### config.mk
export PLATFORM = sky130hd
export DESIGN_NAME = note_lane_engine
export DESIGN_NICKNAME = d
export VERILOG_FILES = /design/src/rtl/note_lane_pkg.sv /design/src/rtl/note_lane_lane.sv /design/src/rtl/note_lane_engine.sv
export SDC_FILE = /design/constraint.sdc
export NUM_CORES = 1
export LEC_CHECK = 0
export BUFFER_PORTS_ARGS = -buffer_cell sky130_fd_sc_hd__buf_2
export CAP_MARGIN = 20
export CORE_MARGIN = 8
export CORE_UTILIZATION = 65
export DETAILED_ROUTE_END_ITERATION = 8
export GPL_ROUTABILITY_DRIVEN = 0
export PLACE_DENSITY = 0.83
export SLEW_MARGIN = 15
export SYNTH_ARGS = -nofsm -noshare
export SYNTH_HDL_FRONTEND = slang
export SYNTH_SLANG_ARGS = --single-unit
### constraint.sdc
create_clock -name clk -period 13.2 [get_ports clk]
set_input_delay 2.64 -clock clk [delete_from_list [all_inputs] [get_ports clk]]
set_output_delay 2.64 -clock clk [all_outputs]
set_load 0.005 [all_outputs]
### src/rtl/note_lane_pkg.sv
// Shared types and helpers for the falling-note engine: game state, score
// width/saturation and lane horizontal placement.
package note_lane_pkg;

  typedef enum logic [1:0] {
    IDLE,
    PLAY,
    DONE
  } state_e;

  localparam int                  SCORE_W   = 8;
  localparam logic [SCORE_W-1:0]  SCORE_MAX = 8'd255;

  // Left pixel column of lane i.
  function automatic int lane_x_lo(input int i, input int lane_w, input int lane_gap);
    return i * (lane_w + lane_gap);
  endfunction

  function automatic logic [SCORE_W-1:0] sat_add(input logic [SCORE_W-1:0] a,
                                                 input int unsigned        b);
    int unsigned sum;
    sum = 32'(a) + b;
    return (sum > 32'(SCORE_MAX)) ? SCORE_MAX : sum[SCORE_W-1:0];
  endfunction

endpackage

### src/rtl/note_lane_lane.sv
// One colour lane: SLOTS note registers with launch, motion, retire, hit
// matching and the registered per-pixel "note here" compare.
module note_lane
  import note_lane_pkg::*;
#(
  parameter int SLOTS   = 3,
  parameter int Y_W     = 10,
  parameter int Y_MAX   = 520,
  parameter int HALF_H  = 20,
  parameter int HIT_Y   = 460,
  parameter int HIT_WIN = 16,
  parameter int LANE_W  = 200,
  parameter int X_LO    = 0
) (
  input  logic             clk,
  input  logic             reset_bar,
  input  logic             launch,
  input  logic             move,
  input  logic             press,
  input  logic [Y_W-1:0]   pix_x,
  input  logic [Y_W-1:0]   pix_y,
  output logic             hit,
  output logic [SLOTS-1:0] miss,
  output logic             drop,
  output logic             any_active,
  output logic             pix_on
);

  localparam logic [Y_W:0] Y_MAX_W   = Y_MAX[Y_W:0];
  localparam logic [Y_W:0] HALF_H_W  = HALF_H[Y_W:0];
  localparam logic [Y_W:0] HIT_Y_W   = HIT_Y[Y_W:0];
  localparam logic [Y_W:0] HIT_WIN_W = HIT_WIN[Y_W:0];

  logic [SLOTS-1:0] active_q, active_d;
  logic [Y_W-1:0]   pos_q [SLOTS];
  logic [Y_W-1:0]   pos_d [SLOTS];
  logic [SLOTS-1:0] in_win, past_max, in_y, hit_sel, free_sel;
  logic             x_in;

  // Window, retire and pixel tests all use one extra bit so nothing wraps near pos=0.
  always_comb begin
    logic hit_found;
    logic free_found;
    hit_sel    = '0;
    free_sel   = '0;
    hit_found  = 1'b0;
    free_found = 1'b0;
    for (int s = 0; s < SLOTS; s++) begin
      in_win[s]   = active_q[s] && ({1'b0, pos_q[s]} + HIT_WIN_W >= HIT_Y_W)
                                && ({1'b0, pos_q[s]} <= HIT_Y_W + HIT_WIN_W);
      past_max[s] = active_q[s] && ({1'b0, pos_q[s]} > Y_MAX_W);
      in_y[s]     = active_q[s] && ({1'b0, pix_y} + HALF_H_W >= {1'b0, pos_q[s]})
                                && ({1'b0, pix_y} <= {1'b0, pos_q[s]} + HALF_H_W);
      if (in_win[s] && !hit_found) begin
        hit_sel[s] = 1'b1;
        hit_found  = 1'b1;
      end
      if (!active_q[s] && !free_found) begin
        free_sel[s] = 1'b1;
        free_found  = 1'b1;
      end
    end
  end

  assign x_in       = (int'(pix_x) >= X_LO) && (int'(pix_x) <= X_LO + LANE_W - 1);
  assign any_active = |active_q;

  // NOTE: every output of this block gets a default first, so no path leaves one unassigned (no latch).
  always_comb begin
    active_d = active_q;
    pos_d    = pos_q;
    hit      = press && (|hit_sel);
    miss     = '0;
    drop     = 1'b0;
    for (int s = 0; s < SLOTS; s++) begin
      if (press && hit_sel[s]) begin
        active_d[s] = 1'b0;            // a hit beats a same-cycle retire
      end else if (move && active_q[s]) begin
        if (past_max[s]) begin
          active_d[s] = 1'b0;
          miss[s]     = 1'b1;
        end else begin
          pos_d[s] = pos_q[s] + 1'b1;
        end
      end
      // Free slot is chosen on pre-update occupancy, so it never collides with a retire.
      if (launch && free_sel[s]) begin
        active_d[s] = 1'b1;
        pos_d[s]    = '0;
      end
    end
    if (launch && !(|free_sel)) drop = 1'b1;
  end

  // NOTE: the slot array is small and must read as empty after reset, so it is reset explicitly.
  always_ff @(posedge clk) begin
    if (!reset_bar) begin
      active_q <= '0;
      for (int s = 0; s < SLOTS; s++) pos_q[s] <= '0;
      pix_on   <= 1'b0;
    end else begin
      // NOTE: non-blocking so every register samples the same pre-edge values.
      active_q <= active_d;
      pos_q    <= pos_d;
      pix_on   <= x_in && (|in_y);
    end
  end

endmodule

### src/rtl/note_lane_engine.sv
// Falling-note engine top: game FSM, pattern fetch pacing, lane array and
// saturating hit/miss scores.
module note_lane_engine
  import note_lane_pkg::*;
#(
  parameter int LANES    = 3,
  parameter int SLOTS    = 3,
  parameter int Y_W      = 10,
  parameter int Y_MAX    = 520,
  parameter int NOTE_GAP = 32,
  parameter int HALF_H   = 20,
  parameter int LANE_W   = 200,
  parameter int LANE_GAP = 20,
  parameter int HIT_Y    = 460,
  parameter int HIT_WIN  = 16
) (
  input  logic               clk,
  input  logic               reset_bar,
  input  logic               step_tick,
  input  logic               start,
  input  logic               pause,
  input  logic               note_valid,
  input  logic [LANES-1:0]   note_bits,
  input  logic               note_last,
  output logic               note_ready,
  input  logic [LANES-1:0]   lane_btn,
  input  logic [Y_W-1:0]     pix_x,
  input  logic [Y_W-1:0]     pix_y,
  output logic [LANES-1:0]   lane_pix,
  output logic [SCORE_W-1:0] hit_count,
  output logic [SCORE_W-1:0] miss_count,
  output logic               overflow,
  output logic               busy,
  output logic               done
);

  localparam int               GAP_W    = (NOTE_GAP > 1) ? $clog2(NOTE_GAP) : 1;
  localparam logic [GAP_W-1:0] GAP_LAST = GAP_W'(NOTE_GAP - 1);

  state_e           state_q, state_d;
  logic [GAP_W-1:0] gap_q;
  logic             ready_q, last_q, overflow_q;
  logic [SCORE_W-1:0] hit_q, miss_q;

  logic             play, move, xfer, start_play, gap_wrap, all_idle;
  logic [LANES-1:0] hit_vec, drop_vec, active_vec;
  logic [SLOTS-1:0] miss_lane [LANES];
  int unsigned      hit_sum, miss_sum;

  assign play       = (state_q == PLAY);
  assign move       = play && step_tick && !pause;
  assign note_ready = ready_q && play && !pause;
  assign xfer       = note_valid && note_ready;
  assign start_play = (state_q == IDLE) && start;
  assign gap_wrap   = (gap_q == GAP_LAST);
  assign all_idle   = !(|active_vec);

  for (genvar i = 0; i < LANES; i++) begin : g_lane
    note_lane #(
      .SLOTS  (SLOTS),
      .Y_W    (Y_W),
      .Y_MAX  (Y_MAX),
      .HALF_H (HALF_H),
      .HIT_Y  (HIT_Y),
      .HIT_WIN(HIT_WIN),
      .LANE_W (LANE_W),
      .X_LO   (lane_x_lo(i, LANE_W, LANE_GAP))
    ) u_lane (
      .clk       (clk),
      .reset_bar (reset_bar),
      .launch    (xfer && note_bits[i]),
      .move      (move),
      .press     (play && lane_btn[i]),
      .pix_x     (pix_x),
      .pix_y     (pix_y),
      .hit       (hit_vec[i]),
      .miss      (miss_lane[i]),
      .drop      (drop_vec[i]),
      .any_active(active_vec[i]),
      .pix_on    (lane_pix[i])
    );
  end

  always_comb begin
    hit_sum  = $countones(hit_vec);
    miss_sum = 0;
    for (int i = 0; i < LANES; i++) miss_sum += $countones(miss_lane[i]);
  end

  always_comb begin
    state_d = state_q;
    unique case (state_q)
      IDLE:    if (start) state_d = PLAY;
      PLAY:    if (last_q && all_idle) state_d = DONE;
      DONE:    if (!start) state_d = IDLE;
      default: state_d = IDLE;
    endcase
  end

  always_ff @(posedge clk) begin
    if (!reset_bar) state_q <= IDLE;
    else            state_q <= state_d;
  end

  always_ff @(posedge clk) begin
    if (!reset_bar) begin
      gap_q      <= '0;
      ready_q    <= 1'b0;
      last_q     <= 1'b0;
      hit_q      <= '0;
      miss_q     <= '0;
      overflow_q <= 1'b0;
    end else begin
      if (start_play) begin
        gap_q   <= '0;
        ready_q <= 1'b0;
        last_q  <= 1'b0;
        hit_q   <= '0;
        miss_q  <= '0;
      end else begin
        if (move) gap_q <= gap_wrap ? '0 : gap_q + 1'b1;
        if (xfer) begin
          ready_q <= 1'b0;
          if (note_last) last_q <= 1'b1;
        end
        // Once the final pattern is in, the fetch window never reopens.
        if (move && gap_wrap && !last_q && !(xfer && note_last)) ready_q <= 1'b1;
        hit_q  <= sat_add(hit_q, hit_sum);
        miss_q <= sat_add(miss_q, miss_sum);
      end
      if (|drop_vec) overflow_q <= 1'b1;
    end
  end

  assign hit_count  = hit_q;
  assign miss_count = miss_q;
  assign overflow   = overflow_q;
  assign busy       = play;
  assign done       = (state_q == DONE);

endmodule
==> results.json <==
{
  "outcome": "completed",
  "post_synthesis_cell_count": 1608,
  "combPwrFrac": 0.136,
  "path_max_fanout": 12,
  "power.share.switching": 0.293,
  "arrival_ps": 6980,
  "critical_path.max_stage_delay_ps": 500,
  "cellInternalPower_uw": 707,
  "total_routed_length_um": 37900,
  "minimum_clock_period_ps": 6660,
  "synth_simple_gate_area_frac": 0.205,
  "cts_htree_levels": 4,
  "crit_required_ps": 13520,
  "criticalPathCategory": "input port to register",
  "postSynth.asyncResetShare": 0,
  "grt_overflow": 0,
  "finish.cell_count_without_fillers": 1924,
  "worstSetupStartpointType": "input port",
  "cap_violations": 0,
  "ys_ff_latch": 128,
  "most_frequently_used_cell_type_in_the_post_synthesis_netlist": "ha_1",
  "cp.buffers_inverters": 4,
  "cellPowerDensity_mw_per_mm2": 70.7,
  "final.setup_skew_ps": 9.27,
  "synth_edf_count": 0,
  "postPlaceCellArea_mm2": 0.0136,
  "grt_start_max_net_pins": 30,
  "post_route_cells_drive_above_1_share": 0.0719,
  "critical_path_cell_list": "buf_2, nor4bb_2, buf_4, and2_1, nor2b_1, fa_1, inv_1, fa_1, inv_1, fa_1, ha_1, fa_1, a21o_1, a21oi_1, nand4bb_1, a21oi_1",
  "cpMostUsedCell": "fa_1",
  "layout_worst_path_cycle_share": 0.504,
  "rsz0062_at_grt": "false",
  "initial_standard_cell_utilization_of_the_core": 0.654,
  "dpl.hpwl_um": 27500,
  "rr_worst_depth": 17,
  "clkLatencyLatePin_ps": 440,
  "clkSlewWorstSetupHoldPaths_ps": 60,
  "pwr-share-seq": 0.387,
  "synth_top_family_by_area": "adder cells",
  "finish.net_count": 1937,
  "timing.critical_path.from": "pause",
  "number_of_pins_with_negative_max_slew_slack_in_the_final_report": 0,
  "yosys_warnings": 0,
  "tritoncts": "built",
  "place.detailed.instances": 1892,
  "synth.top_cells.by_count": "ha_1 (255), nor2_1 (133), dfxtp_1 (128)",
  "site_row_count": 52,
  "area_growth_from_synthesis_to_layout_pct": 7.92,
  "power.switching_uw": 293,
  "cpMaxStageDelayCell": "fa_1",
  "dr.first_iter.drc_count": 982,
  "synth_sequential_area_ratio": 0.196,
  "post_drt_wl_per_cell_um": 19.7,
  "die_area_mm2": 0.0250,
  "routed-via-count": 12600,
  "post_cts_resize_count": 0,
  "synth.avg_cell_area_um2": 8.15,
  "synth_adder_area_share": 0.256,
  "stdcell_area_mm2": 0.0141,
  "post-cts-setup-buffer-count": 0,
  "critical_path.reg2reg.endpoint": "miss_count[2]",
  "gr-usage-all-layers": 0.308,
  "post_synth_xor_xnor_area": 0.0816,
  "tns_ps": 0,
  "yosysTopAreaCell": "ha_1",
  "die_width_um": 158,
  "synth_compound_area_frac": 0.202,
  "hp-class": "register to register",
  "timing.final.hold_violations": 0,
  "core_mm2": 0.0200,
  "endpoint": "miss_count[2]",
  "setup-violations-final": 0,
  "grt_pass1_vias": 12100,
  "synth_cell_type_count": 88,
  "antenna_cells_inserted": 0,
  "clockRootBuffer": "clkbuf_16",
  "cts-buffers-inserted": 17,
  "ys_top_cells_by_area": "ha_1 (24%), dfxtp_1 (20%), xnor2_1 (6.8%), a21oi_1 (3.9%), nor2_1 (3.8%)",
  "power.share.clock": 0.477,
  "worst_pin_slew_ps": 1000,
  "synth.area.mux_share": 0.00611,
  "finalHoldWorstSlack_ps": 465,
  "numClockSinks": 128,
  "total_leakage_power_uw": 0.00551,
  "synth.top_cell.area_share": 0.244,
  "antenna_found_initial": 1,
  "clock_path_buffers": 2,
  "setup.reg_to_reg.worst_slack_ps": 7820,
  "grt_first_pass_wirelength_um": 60900,
  "port_buffers": 53,
  "io_count": 56,
  "ys.flop_type": "dfxtp_1",
  "holdBufCountCts": 0,
  "critical_path.top_delay_family": "adder cells",
  "max_freq_mhz": 150,
  "max-vdd-ir-drop_v": 0.0000747,
  "die_height_um": 158,
  "postSynthNetCount": 1904,
  "drcViolationCount": 0,
  "viasPerCell": 6.55,
  "slew_headroom": 0.330,
  "critical_path_depth": 16,
  "drtPass1Iterations": 5,
  "drt.antenna.violating_nets": 0,
  "timing.critical_path.to_type": "register",
  "critical_path.reg2reg.startpoint": "g_lane[0].u_lane.pos_q[24]",
  "syn_area_mm2": 0.0131,
  "p_total_uw": 1000
}
## worst min path at each step
stage,from,endpoint,slack [ps],cells past startpoint
after global routing,gap_q[4],gap_q[4],510,2
after detailed placement,gap_q[4],gap_q[4],460,2
after global placement,gap_q[4],gap_q[4],450,2
final,gap_q[4],gap_q[4],460,2
after floorplan,gap_q[4],gap_q[4],440,2
after CTS,gap_q[4],gap_q[4],470,2
## layout by cell type, fill, tap and decap left out, types with 23 or more instances in the layout
cell type    n
inv_1      121
nand3_1     65
nor3_1      38
o21ai_0     52
nand4_1     39
nand2_1    110
ha_1       255
buf_2       53
dfxtp_1    128
nor2_1     133
nor2b_1     23
a21oi_1    103
xnor2_1    102
## tightest hold or removal path, stage by stage, from the launching register on
cell and delay, ps:
dfxtp_1 310, nand2_1 50, a21oi_1 60
## area by class of cell
class,count,area (µm²)
inverters,123,462
multi-input cells,1307,9850
well taps,270,338
repair buffers,64,348
flip-flops and latches,128,2560
fillers,1634,5900
clock inverters,14,143
clock buffers,18,439
## per-layer routing
metal	GRT usage	up-vias	part of all wire
met4	0.158	2	0.047
met3	0.0633	141	0.091
met5	0	-	0.00021
met1	0.382	5912	0.41
li1	-	5947	-
met2	0.499	599	0.45
## per-stage QoR
step / setup WS [ps] / utilization
global placement: 6230 / 0.676
global route: 6320 / 0.706
finish: 6540 / 0.706
CTS: 6560 / 0.705
detailed placement: 6150 / 0.676
floorplan: 6710 / -
## state kept, by name, summed over array words and instances, names as in the netlist
register	flops
g_lane.u_lane.pix_on	3
state_q	2
hit_count	8
last_q	1
g_lane.u_lane.active_q	9
miss_count	8
gap_q	5
g_lane.u_lane.pos_q	90
ready_q	1
overflow	1
## cells by family after synthesis
kind of cell,after synthesis
DFF,128
and+or+nand+nor,528
xor gates and xnor gates,122
AOI/OAI and AO/OA,386
buffers and inverters,173
muxes,8
adders and majority gates,263
## power groups by stage
| stage | combinational [µW] | clock (µW) | sequential [µW] |
|---|---|---|---|
| 2_1_floorplan | 80.2 | 0 | 395 |
| 3_3_place_gp | 123 | 0 | 396 |
| 3_5_place_dp | 130 | 0 | 396 |
| 4_1_cts | 131 | 480 | 387 |
| 5_1_grt | 149 | 496 | 387 |
| 6_report | 136 | 477 | 387 |
Note: power is estimated with default switching activity, not from simulation.
